### config.mk
export PLATFORM = sky130hd
export DESIGN_NAME = fb_write_arbiter
export DESIGN_NICKNAME = d
export VERILOG_FILES = /design/src/rtl/fb_write_arbiter.sv
export SDC_FILE = /design/constraint.sdc
export NUM_CORES = 1
export LEC_CHECK = 0
export CAP_MARGIN = 0
export CORE_MARGIN = 5
export CORE_UTILIZATION = 33
export CTS_CLUSTER_DIAMETER = 200
export CTS_CLUSTER_SIZE = 8
export DETAILED_ROUTE_END_ITERATION = 10
export PLACE_DENSITY = 0.76
export SLEW_MARGIN = 0
export SYNTH_ARGS = -nofsm -noshare
export SYNTH_HDL_FRONTEND = slang
export SYNTH_SLANG_ARGS = --single-unit
export TNS_END_PERCENT = 20
### constraint.sdc
create_clock -name CLK -period 1.8 [get_ports CLK]
set_clock_uncertainty 0.15 [all_clocks]
set_input_delay 0.45 -clock CLK [delete_from_list [all_inputs] [get_ports CLK]]
set_output_delay 0.45 -clock CLK [all_outputs]
set_load 0.1 [all_outputs]
### src/rtl/fb_write_arbiter.sv
// fb_write_arbiter
//   Shares the single frame-buffer SRAM write port between the draw engines
//   (room, player, enemy, HUD) using round-robin arbitration with burst
//   locking. Also owns the double-buffer select, which is swapped during
//   vertical sync once the draw sequencer reports the frame as complete.
//
// Ports
//   CLK, RESET_N      system clock, asynchronous active-low reset
//   VGA_VS            vertical sync (active low, synchronous to CLK)
//   FrameDone         one-cycle pulse: all layers of this frame have been issued
//   Req/Addr/Data/Last per-requester pixel stream (slice i = requester i)
//   Grant, Ack        current owner (one-hot or zero), pixel accepted this cycle
//   MEM_WE/ADDR/WDATA registered SRAM write, MEM_ADDR MSB = BufSel
//   MEM_READY         SRAM accepts the write this cycle
//   BufSel            buffer being drawn; scan-out reads ~BufSel
//   SwapPending       frame complete, waiting for vsync
//   Busy              grant active or write register occupied
module fb_write_arbiter #(
  parameter int N_REQ  = 4,
  parameter int ADDR_W = 19,
  parameter int DATA_W = 8
) (
  input  logic                      CLK,
  input  logic                      RESET_N,
  input  logic                      VGA_VS,
  input  logic                      FrameDone,
  input  logic [N_REQ-1:0]          Req,
  input  logic [N_REQ*ADDR_W-1:0]   Addr,
  input  logic [N_REQ*DATA_W-1:0]   Data,
  input  logic [N_REQ-1:0]          Last,
  output logic [N_REQ-1:0]          Grant,
  output logic [N_REQ-1:0]          Ack,
  output logic                      MEM_WE,
  output logic [ADDR_W:0]           MEM_ADDR,
  output logic [DATA_W-1:0]         MEM_WDATA,
  input  logic                      MEM_READY,
  output logic                      BufSel,
  output logic                      SwapPending,
  output logic                      Busy
);

  localparam int PTR_W = (N_REQ > 1) ? $clog2(N_REQ) : 1;

  typedef enum logic [1:0] {IDLE, GRANT, DRAIN, SWAP_WAIT} state_t;

  state_t             state_q, state_d;
  logic [N_REQ-1:0]   grant_q, grant_d;
  logic [PTR_W-1:0]   owner_q, owner_d;
  logic [PTR_W-1:0]   ptr_q, ptr_d;
  logic               buf_sel_q, buf_sel_d;
  logic               swap_pending_q, swap_pending_d;
  logic               mem_we_q, mem_we_d;
  logic [ADDR_W:0]    mem_addr_q, mem_addr_d;
  logic [DATA_W-1:0]  mem_wdata_q, mem_wdata_d;

  logic               load;
  logic               xfer;
  logic [N_REQ-1:0]   ack;
  logic               found;
  logic [PTR_W-1:0]   pick;
  logic [PTR_W-1:0]   idx;
  logic [PTR_W-1:0]   owner_next;

  // The output register can take a new pixel when empty or being drained
  // this cycle; Ack is only ever given to the (single) granted requester.
  always_comb begin
    load = !mem_we_q | MEM_READY;
    ack  = grant_q & Req & {N_REQ{load}};
    xfer = |ack;
  end

  // Round-robin search: first requester at or after the pointer, wrapping.
  always_comb begin
    found = 1'b0;
    pick  = '0;
    idx   = '0;
    for (int k = 0; k < N_REQ; k++) begin
      idx = PTR_W'((int'(ptr_q) + k) % N_REQ);
      if (!found && Req[idx]) begin
        found = 1'b1;
        pick  = idx;
      end
    end
    owner_next = (int'(owner_q) == N_REQ - 1) ? '0 : owner_q + PTR_W'(1);
  end

  always_comb begin
    state_d        = state_q;
    grant_d        = grant_q;
    owner_d        = owner_q;
    ptr_d          = ptr_q;
    buf_sel_d      = buf_sel_q;
    swap_pending_d = swap_pending_q;
    mem_we_d       = mem_we_q;
    mem_addr_d     = mem_addr_q;
    mem_wdata_d    = mem_wdata_q;

    // A second FrameDone while a swap is already pending is ignored.
    if (FrameDone && !swap_pending_q) begin
      swap_pending_d = 1'b1;
    end

    case (state_q)
      IDLE: begin
        // A frame completion seen this cycle beats any waiting requester.
        if (swap_pending_q || FrameDone) begin
          state_d = DRAIN;
        end else if (found) begin
          grant_d       = '0;
          grant_d[pick] = 1'b1;
          owner_d       = pick;
          state_d       = GRANT;
        end
      end
      GRANT: begin
        // Release on the last accepted pixel or when the owner walks away.
        if (!Req[owner_q] || (xfer && Last[owner_q])) begin
          grant_d = '0;
          ptr_d   = owner_next;
          state_d = IDLE;
        end
      end
      DRAIN: begin
        // The buffer may only flip once no write is held for the old one.
        if (!mem_we_q) begin
          state_d = SWAP_WAIT;
        end
      end
      SWAP_WAIT: begin
        if (!VGA_VS) begin
          buf_sel_d      = ~buf_sel_q;
          swap_pending_d = 1'b0;
          state_d        = IDLE;
        end
      end
      default: state_d = IDLE;
    endcase

    if (load) begin
      mem_we_d = xfer;
      if (xfer) begin
        mem_addr_d  = {buf_sel_q, Addr[int'(owner_q)*ADDR_W +: ADDR_W]};
        mem_wdata_d = Data[int'(owner_q)*DATA_W +: DATA_W];
      end
    end
  end

  always_ff @(posedge CLK or negedge RESET_N) begin
    if (!RESET_N) begin
      state_q        <= IDLE;
      grant_q        <= '0;
      owner_q        <= '0;
      ptr_q          <= '0;
      buf_sel_q      <= 1'b0;
      swap_pending_q <= 1'b0;
      mem_we_q       <= 1'b0;
      mem_addr_q     <= '0;
      mem_wdata_q    <= '0;
    end else begin
      state_q        <= state_d;
      grant_q        <= grant_d;
      owner_q        <= owner_d;
      ptr_q          <= ptr_d;
      buf_sel_q      <= buf_sel_d;
      swap_pending_q <= swap_pending_d;
      mem_we_q       <= mem_we_d;
      mem_addr_q     <= mem_addr_d;
      mem_wdata_q    <= mem_wdata_d;
    end
  end

  assign Grant       = grant_q;
  assign Ack         = ack;
  assign MEM_WE      = mem_we_q;
  assign MEM_ADDR    = mem_addr_q;
  assign MEM_WDATA   = mem_wdata_q;
  assign BufSel      = buf_sel_q;
  assign SwapPending = swap_pending_q;
  assign Busy        = (|grant_q) | mem_we_q;

endmodule

==> results of run 1 <==
-- repair_timing --
item,CTS,global route
endpoints found under the setup margin,42,41
endpoints found under the hold margin,16,0
buffers inserted,7,1
pin swaps,10,10
gates cloned,0,0
resized for setup,23,17
hold buffers,1,0
-- cell type report --
class                      count  area share
clock buffer                   6      0.0141
tap                           99      0.0241
clock inverter                 2     0.00683
inverter                       1    0.000731
multi-input combinational    118       0.296
timing repair buffer         199       0.454
sequential                    41       0.205
-- path summary, 6_finish.rpt --
path	endpoint	startpoint	slack, ns	cells past startpoint
hold / removal	BufSel	BufSel	0.41	1
hold reg to reg	BufSel	BufSel	0.41	1
min in group asynchronous	Grant[2]	RESET_N	0.47	2
max in group asynchronous	MEM_WE	RESET_N	0.47	3
setup / recovery	Ack[3]	MEM_WE	-0.10	3
setup reg to reg	state_q[0]	owner_q[0]	-0.07	5
-- routing by layer --
metal	part of all wire	global-route usage
met1	0.39	0.237
met2	0.55	0.339
met3	0.052	0.0468
met4	0.0088	0.0432
met5	0	0
-- worst register-to-register path, delay by kind of cell (launching register included) --
family                 cells  cell delay (ns)
AO/OA/AOI/OAI              3             0.58
buffers and inverters      1             0.18
flip-flops                 1             0.47
multiplexers               1             0.37
-- cell usage in the layout, fill, tap and decap left out, types with 2 or more instances in the layout --
cell	instances
o211ai_1	2
clkdlybuf4s15_1	2
a21oi_1	6
o22ai_2	2
mux2_2	20
a22o_1	2
o21ai_0	2
nor2_1	5
buf_4	32
dfrtp_1	34
dlygate4sd2_1	7
buf_6	3
nand2_1	7
clkdlybuf4s50_1	109
nand2b_1	3
clkbuf_8	5
mux4_2	29
nor2b_1	2
buf_12	42
o21a_1	2
and3_4	4
nor4_4	2
dfrtp_4	6
mux2_4	10
o2bb2ai_2	2
-- cells by family after synthesis --
group,after synthesis,share of synthesized area
mux,60,0.405
flops,41,0.414
simple gates,31,0.0756
compound gates,25,0.0701
buf+inv,13,0.0272
xor+xnor,1,0.00353
fa+ha+maj,1,0.00504
-- power by group through the flow --
stage,Combinational (W),Sequential [W],Clock [W]
after CTS,0.00825,0.00199,0.000767
after global placement,0.00796,0.00200,0
after detailed placement,0.00806,0.00201,0
final,0.00836,0.00200,0.000738
after floorplan,0.00246,0.00455,0
after global routing,0.00867,0.00207,0.000807
-- sequential cells by signal, indices dropped and copies added, names as in the netlist --
register and count:
MEM_ADDR 20, MEM_WDATA 8, Grant 4, owner_q 2, ptr_q 2, state_q 2, BufSel 1, MEM_WE 1
SwapPending 1
-- through the flow --
step	total power, W	hold WS [ns]	utilization
global route	0.0116	0.433	0.704
detailed placement	0.0101	0.259	0.665
CTS	0.0110	0.409	0.692
finish	0.0111	0.407	0.704
global placement	0.00996	0.257	0.665
floorplan	0.00701	0.00441	-
==> summary.md, run 1 <==
| Metric | Value |
|---|---|
| Outcome | `finished with violations` |
| Violated checks | `setup timing` |
| Slowest cell delay on critical path | `0.53 ns` |
| Kind of cell adding the most delay to the critical path | `flip-flops` |
| Initial standard-cell utilization of the core | `0.340` |
| I/O pin count | `161` |
| Share of the clock period used by the worst path after layout | `1.06` |
| Core footprint | `7290 µm²` |
| Leading post-synthesis cells by cell area | `dfrtp_1 41%, mux4_2 25%, mux2_2 14%` |
| CP Capture Type | `output port` |
| Clock latency on the worst-skew pair | `0.29 ns` |
| Fmax | `0.526 GHz` |
| Number of nets produced by synthesis | `294` |
| Worst voltage drop across the vdd grid | `1.02 mV` |
| Power dissipated by switching net loads | `0.00557 W` |
| Synth-to-Final Area Change | `107%` |
| Global-route wire length before repair | `14,500 µm` |
| Internal power component | `0.00553 W` |
| Final Critical Period | `1.90 ns` |
| Fraction of final layout cells sized beyond drive strength 1 | `0.466` |
| Total count of max-transition violations in the final report | `0` |
| Worst Tran Pin Value | `0.511 ns` |
| Total placed instance area | `4850 µm²` |
| Antenna violations before repair | `0` |
| Proportion of netlist area held by the largest area contributor | `0.414` |
| Final-layout fill cell count | `539` |
| Die width | `96.7 µm` |
| Number of enable-type register cells in the synthesized netlist | `0` |
| Cells after Synth | `172` |
| Largest area contributor in the netlist | `dfrtp_1` |
| Total number of vias | `2,344` |
| Total area of multi-input combinational cells | `1520 µm²` |
| Via/cell ratio | `5.03` |
| Num CTS Buffers | `5` |
| Setup Slack @ Placement | `-0.541 ns` |
| Final RePlAce weighted congestion | `0.913` |
| Syn Area/Cell | `14.4 µm²` |
| Clock-pin slew on the worst setup and hold paths | `0.08 ns` |
| Global routing usage summed across all routing layers | `0.192` |
| Cell count after placement | `449` |
| Switching Fraction | `0.502` |
| Post-synth ARST share | `1.00` |
| Max_slew headroom | `0.656` |
| Combinational cell fraction of total power | `0.753` |
| Static leakage power | `2.06 nW` |
| Post-route cell area | `5130 µm²` |
| Total Routed Length | `8940 µm` |
| Flip-flop and latch count after synthesis | `41` |
| Endpoint arrival time on the critical path | `1.30 ns` |
| Hpwl dp | `7260 µm` |
| Main synth FF type | `dfrtp_1` |
| Clock group share of total power | `0.066` |
| Number of global-route vias before repair | `2,593` |
| Cell Chain, Critical Path | `nand2b_4 -> and3_4 -> buf_12` |
| DRT Pass-1 Iters | `4` |
| Diodes inserted | `0` |
| Reg power frac | `0.180` |
| Number of clock sinks | `41` |
| Required time reported for the critical path endpoint | `1.20 ns` |
| DRC marker count from the first detailed-route iteration | `57` |
| Top post-synthesis cells by count | `41 x dfrtp_1, 30 x mux2_2, 28 x mux4_2` |
| # nets final | `488` |
| CTS tree | `yes` |
| Per-cell routed wire length | `19.2 µm` |
| Register area | `1050 µm²` |
| Die Footprint | `9350 µm²` |
| Number of DRC violations after detailed routing | `0` |
| Post-Route Setup TNS | `-0.659 ns` |
| RSZ-0062 raised after global routing | `yes` |
| Rows | `31` |
| Clock root buffer | `clkbuf_8` |
| Worst Hold Class | `flip-flop to flip-flop` |
| CP max stage cell | `dfrtp_4` |
| Largest net degree at the start of global routing | `29` |
| Maximum buffer depth of the clock tree | `2` |
| Max-cap violations | `0` |
| Count of nets left with antenna violations after detail routing | `0` |
| Vertical die dimension | `96.7 µm` |
| CTS H-Tree Depth | `2` |
| Critical path class | `flip-flop to output port` |
| Combined area of all synthesized cells | `2480 µm²` |
| Critical path launch point type | `flip-flop` |
| Final Worst Setup Slack | `-0.103 ns` |
| Maximum net fanout on the critical path | `5` |
| Number of synthesis warnings | `0` |
| Cell with the most instances after synthesis | `dfrtp_1` |
| Final cell count without fillers | `466` |
| Setup-violating endpoint count in the final report | `9` |
| Synth unique cells | `38` |
| Critical path buffers and inverters | `1` |
| Total gr overflow | `0` |
| Number of port buffers | `160` |
| Hold Vio Cnt, Final | `0` |
| Fraction of the yosys area taken by sequential cells | `0.414` |
| Ratio of total power to cell area | `2160 nW/µm²` |
Note: power is estimated with default switching activity, not from simulation.
==> run 2, diff against run 1 <==
--- a/config.mk
+++ b/config.mk
@@ -5,6 +5,7 @@
 export SDC_FILE = /design/constraint.sdc
 export NUM_CORES = 1
 export LEC_CHECK = 0
+export ABC_CLOCK_PERIOD_IN_PS = 1800
 export CAP_MARGIN = 0
 export CORE_MARGIN = 5
 export CORE_UTILIZATION = 33
@@ -12,6 +13,7 @@
 export CTS_CLUSTER_SIZE = 8
 export DETAILED_ROUTE_END_ITERATION = 10
 export PLACE_DENSITY = 0.76
+export SKIP_LAST_GASP = 1
 export SLEW_MARGIN = 0
 export SYNTH_ARGS = -nofsm -noshare
 export SYNTH_HDL_FRONTEND = slang
==> run 2 against run 1 <==
- the flow still finishes with violations (setup timing)
- first-iteration DRC count fell by 1.8%
- sequential cell count unchanged
- non-clock buffer count up 4
- count of clock-buffer cells in the layout unchanged
- critical path type unchanged
- largest cell class unchanged
- largest power group unchanged
- highest routed layer unchanged
==> summary.md, run 2 (synthesis gave the netlist of run 1 again) <==
| Metric | Value |
|---|---|
| Endpoint arrival time on the critical path | `1.30 ns` |
| CP Capture Type | `output port` |
| Worst voltage drop across the vdd grid | `1.02 mV` |
| Register-to-register setup slack | `-0.08 ns` |
| Largest register FFs | `20` |
| Number of clock sinks | `41` |
| Post-Route Setup TNS | `-0.827 ns` |
| Die Footprint | `9350 µm²` |
| Depth of the worst register-to-register path | `5` |
| Cell Chain, Critical Path | `nand2b_4 -> and3_4 -> buf_12` |
| I/O pin count | `161` |
| Num CTS Buffers | `5` |
| Worst Tran Pin Value | `0.436 ns` |
| End point of the most critical hold path | `BufSel` |
| DRT Pass-1 Iters | `4` |
| Setup crit start | `MEM_WE` |
| CTS tree | `yes` |
| Diodes inserted | `0` |
| Per-cell routed wire length | `19.6 µm` |
| Setup Slack @ Placement | `-0.541 ns` |
| Total design power | `0.0112 W` |
| Critical path launch point type | `flip-flop` |
| Total number of vias | `2,373` |
| Most common library cell in the layout ignoring fill and taps | `clkdlybuf4s50_1` |
| Core footprint | `7290 µm²` |
| CP max stage cell | `dfrtp_4` |
| Maximum net fanout on the critical path | `5` |
| Clock latency on the worst-skew pair | `0.29 ns` |
| Initial standard-cell utilization of the core | `0.340` |
| Max-cap violations | `0` |
| Share of the clock period used by the worst path after layout | `1.06` |
| Largest net degree at the start of global routing | `29` |
| Final-layout fill cell count | `543` |
| Static leakage power | `2.06 nW` |
| End of the worst register-to-register path | `state_q[0]` |
| Hold Vio Cnt, Final | `0` |
| Critical path class | `flip-flop to output port` |
| Worst Hold Class | `flip-flop to flip-flop` |
| Worst reg2reg path startpoint | `owner_q[0]` |
| Final Critical Period | `1.90 ns` |
| Outcome | `finished with violations` |
| Startpoint of the worst hold path | `BufSel` |
| Final Worst Setup Slack | `-0.103 ns` |
| Synth-to-Final Area Change | `107%` |
| Global routing usage summed across all routing layers | `0.190` |
| CTS H-Tree Depth | `2` |
| Final RePlAce weighted congestion | `0.913` |
| Fraction of final layout cells sized beyond drive strength 1 | `0.466` |
| Global-route wire length before repair | `14,300 µm` |
| Maximum buffer depth of the clock tree | `2` |
| Clock-pin slew on the worst setup and hold paths | `0.09 ns` |
| Total count of max-transition violations in the final report | `0` |
| Fmax | `0.525 GHz` |
| Total gr overflow | `0` |
| Count of nets left with antenna violations after detail routing | `0` |
| Die width | `96.7 µm` |
| Max_slew headroom | `0.710` |
| Ratio of total power to cell area | `2170 nW/µm²` |
| Slowest cell delay on critical path | `0.52 ns` |
| Via/cell ratio | `5.05` |
| Total Routed Length | `9210 µm` |
| Required time reported for the critical path endpoint | `1.20 ns` |
| Number of port buffers | `160` |
| Vertical die dimension | `96.7 µm` |
| Rows | `31` |
| Clock root buffer | `clkbuf_8` |
| Hold Path Depth | `1` |
| Setup-violating endpoint count in the final report | `16` |
| Number of global-route vias before repair | `2,588` |
| Commonest cells after routing, fill and taps aside | `109 x clkdlybuf4s50_1, 42 x buf_12, 35 x buf_4, 34 x dfrtp_1, 29 x mux4_2` |
| # nets final | `492` |
| Final Core Density | `0.704` |
| RSZ-0062 raised after global routing | `yes` |
| Number of DRC violations after detailed routing | `0` |
| Hpwl dp | `7260 µm` |
| DRC marker count from the first detailed-route iteration | `56` |
| Antenna violations before repair | `0` |
| Violated checks | `setup timing` |
==> run 2: cell types whose count changed in the layout (fill, tap and decap cells not counted), sizes merged <==
cell    delta
buf        +2
clkbuf     +2
==> run 2: what timing repair did <==
| item | in CTS | in global routing |
|---|---|---|
| cloned | 0 | 2 |
| pin swaps | 10 | 8 |
| hold buffers | 1 | 0 |
| hold endpoints to repair | 16 | 0 |
| buffers inserted | 7 | 3 |
| resized for setup | 16 | 11 |
| endpoints found under the setup margin | 42 | 41 |
==> run 2: area by class of cell <==
cell class / instances / area (µm²) / area share
clock inverter: 2 / 35.0 / 0.00682
multi-input combinational: 118 / 1460 / 0.285
timing repair buffer: 203 / 2390 / 0.465
inverter: 1 / 3.75 / 0.000731
sequential: 41 / 1050 / 0.204
tap: 99 / 124 / 0.0241
clock buffer: 6 / 72.6 / 0.0141
==> run 2: layer usage <==
| layer | wire length [µm] | global-route usage | up-vias |
|---|---|---|---|
| met5 | 0 | 0 | - |
| met4 | 115 | 0.0432 | 0 |
| met3 | 467 | 0.0468 | 8 |
| met2 | 4960 | 0.341 | 95 |
| met1 | 3670 | 0.230 | 1187 |
| li1 | - | - | 1083 |
==> run 2: worst max-delay path, delay by kind of cell, from the launching register on <==
family | cells | cell delay (ns)
DFF | 1 | 0.52
and+or+nand+nor | 2 | 0.32
buffers and inverters | 1 | 0.17
==> run 2: how the worst max path moves through the flow <==
stage                           to  slack [ns]  depth (start not counted)
after global placement    Grant[3]       -0.53                          6
after global routing        Ack[2]       -0.15                          3
after floorplan           Grant[1]       -0.09                          5
after detailed placement  ptr_q[0]       -0.54                          4
after CTS                     Busy       -0.13                          3
final                       Ack[3]       -0.10                          3
==> run 2: power breakdown <==
group / total, W / internal, W / switching, W
Sequential: 0.00198 / 0.00143 / 0.000551
Clock: 0.000746 / 0.000412 / 0.000333
Combinational: 0.00842 / 0.00371 / 0.00471
==> run 2: metrics by stage <==
stage                     area, µm²  cells  hold slack, ns
after floorplan                2560    172         0.00441
after global placement         4850    449           0.257
after detailed placement       4850    449           0.259
after CTS                      5020    465           0.409
after global routing           5130    470           0.426
final                          5130    470           0.401
==> run 3, diff against run 2 <==
--- a/config.mk
+++ b/config.mk
@@ -12,6 +12,7 @@
 export CTS_CLUSTER_DIAMETER = 200
 export CTS_CLUSTER_SIZE = 8
 export DETAILED_ROUTE_END_ITERATION = 10
+export HOLD_SLACK_MARGIN = 0.05
 export PLACE_DENSITY = 0.76
 export SKIP_LAST_GASP = 1
 export SLEW_MARGIN = 0
==> results of run 3 <==
The final DEF is identical to that of run 2; final timing and power are the same.
